`config.mk`:
```
export PLATFORM = sky130hd
export DESIGN_NAME = pico_mips_mc
export DESIGN_NICKNAME = d
export VERILOG_FILES = /design/src/rtl/pico_mips_mc.sv
export SDC_FILE = /design/constraint.sdc
export NUM_CORES = 1
export LEC_CHECK = 0
export CORE_ASPECT_RATIO = 1.1
export CORE_MARGIN = 8
export CORE_UTILIZATION = 59
export DETAILED_ROUTE_END_ITERATION = 12
export PLACE_DENSITY_LB_ADDON = 0.12
export REMOVE_ABC_BUFFERS = 1
export SLEW_MARGIN = 10
export SYNTH_ARGS = -nofsm -noshare
export SYNTH_HDL_FRONTEND = slang
export SYNTH_SLANG_ARGS = --single-unit
export TNS_END_PERCENT = 5
```
`constraint.sdc`:
```
create_clock -name clk -period 4.62 [get_ports clk]
set_input_delay 0.924 -clock clk [delete_from_list [all_inputs] [get_ports clk]]
set_output_delay 0.924 -clock clk [all_outputs]
set_load 0.03 [all_outputs]
```
`src/rtl/pico_mips_mc.sv`:
```
// pico_mips_mc: accumulator-based multi-cycle micro-processor.
// Instruction word = {op[3:0], r[3:0], imm[N-1:0]} fetched from an external
// synchronous ROM; signed fractional multiply is done by a sequential
// shift-add unit taking exactly N cycles.
module pico_mips_mc #(
  parameter int N     = 8,
  parameter int NREG  = 4,
  parameter int PSIZE = 5
) (
  input  logic             clk,
  input  logic             nReset,
  output logic [PSIZE-1:0] iaddr,
  input  logic [N+7:0]     instr,
  input  logic [N-1:0]     in_data,
  input  logic             in_valid,
  output logic             in_ready,
  output logic [N-1:0]     out_data,
  output logic             out_valid,
  output logic [N-1:0]     acc,
  output logic             halted
);

  localparam int RW = $clog2(NREG);
  localparam int CW = $clog2(N);

  localparam logic [3:0] OP_LDI  = 4'd1;
  localparam logic [3:0] OP_LDR  = 4'd2;
  localparam logic [3:0] OP_STR  = 4'd3;
  localparam logic [3:0] OP_ADDI = 4'd4;
  localparam logic [3:0] OP_ADDR = 4'd5;
  localparam logic [3:0] OP_SUBR = 4'd6;
  localparam logic [3:0] OP_MULI = 4'd7;
  localparam logic [3:0] OP_MULR = 4'd8;
  localparam logic [3:0] OP_INW  = 4'd9;
  localparam logic [3:0] OP_OUT  = 4'd10;
  localparam logic [3:0] OP_JMP  = 4'd11;
  localparam logic [3:0] OP_BNZ  = 4'd12;
  localparam logic [3:0] OP_HALT = 4'd15;

  typedef enum logic [2:0] {
    S_FETCH   = 3'd0,
    S_EXEC    = 3'd1,
    S_MUL     = 3'd2,
    S_WAIT_IN = 3'd3,
    S_HALT    = 3'd4
  } state_t;

  state_t           state_r;
  logic [PSIZE-1:0] pc_r;
  logic [N-1:0]     regs_r [NREG];
  logic [2*N-1:0]   mcand_r;
  logic [N-1:0]     mplier_r;
  logic [2*N-1:0]   prod_r;
  logic [CW-1:0]    cnt_r;

  logic [3:0]       op_s;
  logic [RW-1:0]    r_s;
  logic [N-1:0]     imm_s;
  logic [N-1:0]     rval_s;
  logic [PSIZE-1:0] pc_inc_s;
  logic             mul_last_s;
  logic [2*N-1:0]   addend_s;
  logic [2*N-1:0]   prod_next_s;
  logic             unused_instr_s;

  assign op_s       = instr[N+7:N+4];
  assign r_s        = instr[N+RW-1:N];
  assign imm_s      = instr[N-1:0];
  assign rval_s     = regs_r[r_s];
  assign pc_inc_s   = pc_r + PSIZE'(1);
  assign mul_last_s = (cnt_r == CW'(N - 1));
  assign iaddr      = pc_r;
  // Register-select bits above log2(NREG) are ignored by design.
  assign unused_instr_s = ^instr;

  // One shift-add step: bits below the sign add the shifted multiplicand,
  // the sign bit carries negative weight so the last step subtracts it.
  always_comb begin
    addend_s    = {(2*N){1'b0}};
    prod_next_s = prod_r;
    if (mplier_r[0]) begin
      addend_s = mcand_r;
    end else begin
      addend_s = {(2*N){1'b0}};
    end
    if (mul_last_s) begin
      prod_next_s = prod_r - addend_s;
    end else begin
      prod_next_s = prod_r + addend_s;
    end
  end

  // Control FSM, datapath registers and registered outputs.
  always_ff @(posedge clk or negedge nReset) begin
    if (!nReset) begin
      state_r   <= S_FETCH;
      pc_r      <= {PSIZE{1'b0}};
      acc       <= {N{1'b0}};
      out_data  <= {N{1'b0}};
      out_valid <= 1'b0;
      in_ready  <= 1'b0;
      halted    <= 1'b0;
      mcand_r   <= {(2*N){1'b0}};
      mplier_r  <= {N{1'b0}};
      prod_r    <= {(2*N){1'b0}};
      cnt_r     <= {CW{1'b0}};
      for (int i = 0; i < NREG; i++) begin
        regs_r[i] <= {N{1'b0}};
      end
    end else begin
      out_valid <= 1'b0;
      case (state_r)
        S_FETCH: begin
          state_r <= S_EXEC;
        end
        S_EXEC: begin
          // Simple instructions return to FETCH with pc+1; the multi-cycle,
          // control-flow and halt cases below override state and pc.
          state_r <= S_FETCH;
          pc_r    <= pc_inc_s;
          case (op_s)
            OP_LDI:  acc <= imm_s;
            OP_LDR:  acc <= rval_s;
            OP_STR:  regs_r[r_s] <= acc;
            OP_ADDI: acc <= acc + imm_s;
            OP_ADDR: acc <= acc + rval_s;
            OP_SUBR: acc <= acc - rval_s;
            OP_MULI, OP_MULR: begin
              state_r  <= S_MUL;
              pc_r     <= pc_r;
              mcand_r  <= {{N{acc[N-1]}}, acc};
              mplier_r <= (op_s == OP_MULI) ? imm_s : rval_s;
              prod_r   <= {(2*N){1'b0}};
              cnt_r    <= {CW{1'b0}};
            end
            OP_INW: begin
              state_r  <= S_WAIT_IN;
              pc_r     <= pc_r;
              in_ready <= 1'b1;
            end
            OP_OUT: begin
              out_data  <= acc;
              out_valid <= 1'b1;
            end
            OP_JMP: pc_r <= imm_s[PSIZE-1:0];
            OP_BNZ: begin
              if (acc != {N{1'b0}}) begin
                pc_r <= imm_s[PSIZE-1:0];
              end else begin
                pc_r <= pc_inc_s;
              end
            end
            OP_HALT: begin
              state_r <= S_HALT;
              pc_r    <= pc_r;
              halted  <= 1'b1;
            end
            default: begin
              // NOP and reserved opcodes only advance pc.
              pc_r <= pc_inc_s;
            end
          endcase
        end
        S_MUL: begin
          prod_r   <= prod_next_s;
          mcand_r  <= mcand_r << 1;
          mplier_r <= mplier_r >> 1;
          cnt_r    <= cnt_r + CW'(1);
          if (mul_last_s) begin
            // Q1.(N-1) result: drop the redundant sign bit and low fraction.
            acc     <= prod_next_s[2*N-2:N-1];
            pc_r    <= pc_inc_s;
            state_r <= S_FETCH;
          end
        end
        S_WAIT_IN: begin
          if (in_valid) begin
            acc      <= in_data;
            in_ready <= 1'b0;
            pc_r     <= pc_inc_s;
            state_r  <= S_FETCH;
          end
        end
        S_HALT: begin
          state_r <= S_HALT;
        end
        default: begin
          state_r <= S_FETCH;
        end
      endcase
    end
  end

endmodule

```
==> impl_metrics.toml, run 1 <==
[sta]
slew_viol_final = 0
relSlewSlack_pct = 28.3
whs_ns = 0.483
setup_viol = 0
max_freq_mhz = 238
skew_ns = 0.00806
tns_ns = 0
tightest_slew_ns = 1.07
final_hold_viol_count = 0
rsz0062_at_grt = "no"
post-route-min-period_ns = 4.21
finalCritPeriodShare_pct = 91.1

[run_status]
status = "finished clean"

[worst_setup_path]
cp_common_cell = "xor2_1"
ff2ff_setup_slack_ns = 0.54
critPathKind = "in -> reg"
start_kind = "input port"
worstPathArrival_ns = 4.48
worstPathCellList = "clkdlybuf4s50_1 -> buf_4 -> mux4_2 -> nor3b_1 -> xor2_1 -> o31ai_1 -> a221oi_1 -> ha_1 -> and2_1 -> a31oi_1 -> a21oi_1 -> xor2_1 -> or4_1 -> a32oi_1"
path_max_fanout = 6
cp_num_buf_inv = 2
cp-end-kind = "flop"
slowest_delay_ns = 0.55
path_delay_family = "compound AO/OA/AOI/OAI gates"
required_ns = 4.90
crit_slowest_cell = "clkdlybuf4s50_1"

[synthesis]
synth_seq_cells = 100
synth_seq_area_share_pct = 37.8
synth.distinct_cells = 75
synth_edf_count = 0
synthFlopType = "dfrtp_1"
synth.area.top_cells = "dfrtp_1 (38%), nand2_1 (6.0%), ha_1 (5.1%)"
syn_area_um2 = 6630
synthCells = 743
synth_area_leader_cell = "dfrtp_1"
ys_async_sr_fraction_pct = 100
yosysWarnings = 0
synth_top_area_share_pct = 37.8
avgSynthCellArea_um2 = 8.92

[cts]
cts_max_path_buffers = 2
cts_buffers = 9
cts_setup_buffers = 0
clock-root-buffer = "clkbuf_16"
clk_latency_ns = 0.36
tritoncts = "done"
htreeDepth = 3
cts_sinks = 100
hold_buffers = 0
cts.clk_slew.worst_paths_ns = 0.07

[placed_design]
port_buffers = 48
gp_congestion = 0.972
dp_cells = 935
hpwl_um = 13000

[finish]
area_growth_pct = 15.8
antennaDiodeCount = 0
final_nets = 855
fin_cells = 951
layout-drive-gt1-share_pct = 12.8
nFillCells = 830

[pwr]
p_clk_share_pct = 15.0
seqPwrFrac_pct = 29.7
comb_power_share_pct = 55.3
power_density_nw_per_um2 = 703
power.switching_uw = 2450
ir_worst_vdd_uv = 366
p_int_uw = 2940
p_leak_uw = 0.00340
swShare_pct = 45.5

[route]
drt_iter0_drc = 517
wl_per_cell_um = 18.8
drt_drc_violations_left = 0
vias_per_cell = 6.12
drt_pass1_iterations = 5
finalWirelength_um = 17900
num_vias = 5817
ant_nets = 0

[floorplanning]
dieArea_um2 = 14900
die_width_um = 117
core_um2 = 11000
rows = 40
num_io_pins = 51
die_h_um = 127
start_util_pct = 60.5

[global_route]
grt_usage_pct = 25.5
grt_pass1_wl_um = 29600
antenna_found_initial = 0
grt_max_degree = 80
overflow = 0
grt_pass1_vias = 5894

[flow_run]
timing.max_cap.violations = 0

[worst_hold_path]
min_path_type = "reg -> reg"
## per-stage QoR
| stage | worst slack [ns] | power [µW] | cell area [µm²] | util, % |
|---|---|---|---|---|
| after floorplan | 0.693 | 3560 | 6370 | - |
| after global placement | -0.113 | 4430 | 7350 | 67.0 |
| after detailed placement | -0.200 | 4560 | 7350 | 67.0 |
| after CTS | 0.194 | 5390 | 7660 | 69.9 |
| after global routing | 0.200 | 5800 | 7670 | 70.0 |
| final | 0.412 | 5390 | 7670 | 70.0 |
## synthesized netlist by cell type (3+ instances only)
master,count
a211oi_1,5
a21o_1,7
a21oi_1,55
a221o_1,6
a221oi_1,8
a22o_1,4
a311o_1,3
a31oi_1,7
a32oi_1,3
and2_1,4
and3_1,4
buf_6,8
clkbuf_1,28
dfrtp_1,100
ha_1,27
inv_1,17
mux2_1,7
mux2_2,17
mux2i_1,9
mux4_2,7
nand2_1,106
nand2b_1,8
nand3_1,34
nand3b_1,6
nor2_1,51
nor2b_1,11
nor3_1,24
nor3b_1,4
nor4_1,6
o21ai_0,21
o21ai_1,50
o22ai_1,3
o31ai_1,5
or3_1,3
xnor2_1,11
xor2_1,24
## power by group through the flow
stage / clock (µW) / combinational, µW / sequential [µW]
after detailed placement: 0 / 2940 / 1610
final: 807 / 2980 / 1600
after floorplan: 0 / 1890 / 1670
after global placement: 0 / 2840 / 1590
after global routing: 855 / 3290 / 1660
after CTS: 822 / 2970 / 1600
## cells in the final DEF (no fill, tap or decap), types with 17 or more instances in the layout
cell	instances
ha_1	27
clkdlybuf4s50_1	46
nand3_1	34
o21ai_0	21
o21ai_1	50
xor2_1	24
nor3_1	24
mux2_2	17
dfrtp_1	100
nor2_1	50
buf_4	42
nand2_1	106
a21oi_1	55
inv_1	17
## per-layer routing
metal / part of all wire [%] / global-route usage [%]
met5: 0 / 0
met4: 3.5 / 12.5
met3: 5.8 / 3.77
met2: 50 / 42.6
met1: 41 / 31.3
## final cells by class
| cell class | instances | area [µm²] | area share (%) |
|---|---|---|---|
| clock buffer | 9 | 225 | 2.94 |
| clock inverter | 7 | 91.3 | 1.19 |
| inverter | 19 | 71.3 | 0.930 |
| multi-input combinational | 580 | 3810 | 49.7 |
| sequential | 100 | 2500 | 32.6 |
| tap | 147 | 184 | 2.40 |
| timing repair buffer | 89 | 788 | 10.3 |
## final timing paths
| check | startpoint | endpoint | cells after the start |
|---|---|---|---|
| max | instr[9] | acc[7] | 14 |
| min | halted | halted | 1 |
| max reg2reg | mcand_r[4] | acc[4] | 14 |
| min reg2reg | halted | halted | 1 |
| max in group asynchronous | nReset | acc[5] | 2 |
| min in group asynchronous | nReset | cnt_r[1] | 1 |
## cells by family (layout without fill, tap and decap cells)
logic type	Yosys count	count (layout)	share of synthesized area, %
fa+ha+maj	29	29	5.70
flops	100	100	37.8
compound gates	196	196	18.2
buf+inv	63	124	4.95
simple gates	278	278	20.3
xor+xnor	35	35	4.63
mux	42	42	8.55
## flip-flops by register name, summed over array words and instances (netlist names)
name       cells
mcand_r       15
iaddr          5
acc            8
mplier_r       8
cnt_r          3
in_ready       1
regs_r        32
out_data       8
state_r        3
prod_r        15
out_valid      1
halted         1
## what timing repair did
| action | CTS | global route |
|---|---|---|
| setup endpoints to repair | 0 | 1 |
| resized for setup | 0 | 2 |
| endpoints found under the hold margin | 0 | 0 |
(Power assumes the default switching activity.)
==> run 2: changes to the inputs <==
--- a/config.mk
+++ b/config.mk
@@ -8,10 +8,10 @@
 export CORE_ASPECT_RATIO = 1.1
 export CORE_MARGIN = 8
 export CORE_UTILIZATION = 59
+export CTS_CLUSTER_SIZE = 10
 export DETAILED_ROUTE_END_ITERATION = 12
 export PLACE_DENSITY_LB_ADDON = 0.12
 export REMOVE_ABC_BUFFERS = 1
-export SLEW_MARGIN = 10
 export SYNTH_ARGS = -nofsm -noshare
 export SYNTH_HDL_FRONTEND = slang
 export SYNTH_SLANG_ARGS = --single-unit
==> results of run 2 <==
No change in the layout: final DEF, timing and power equal those of run 1.
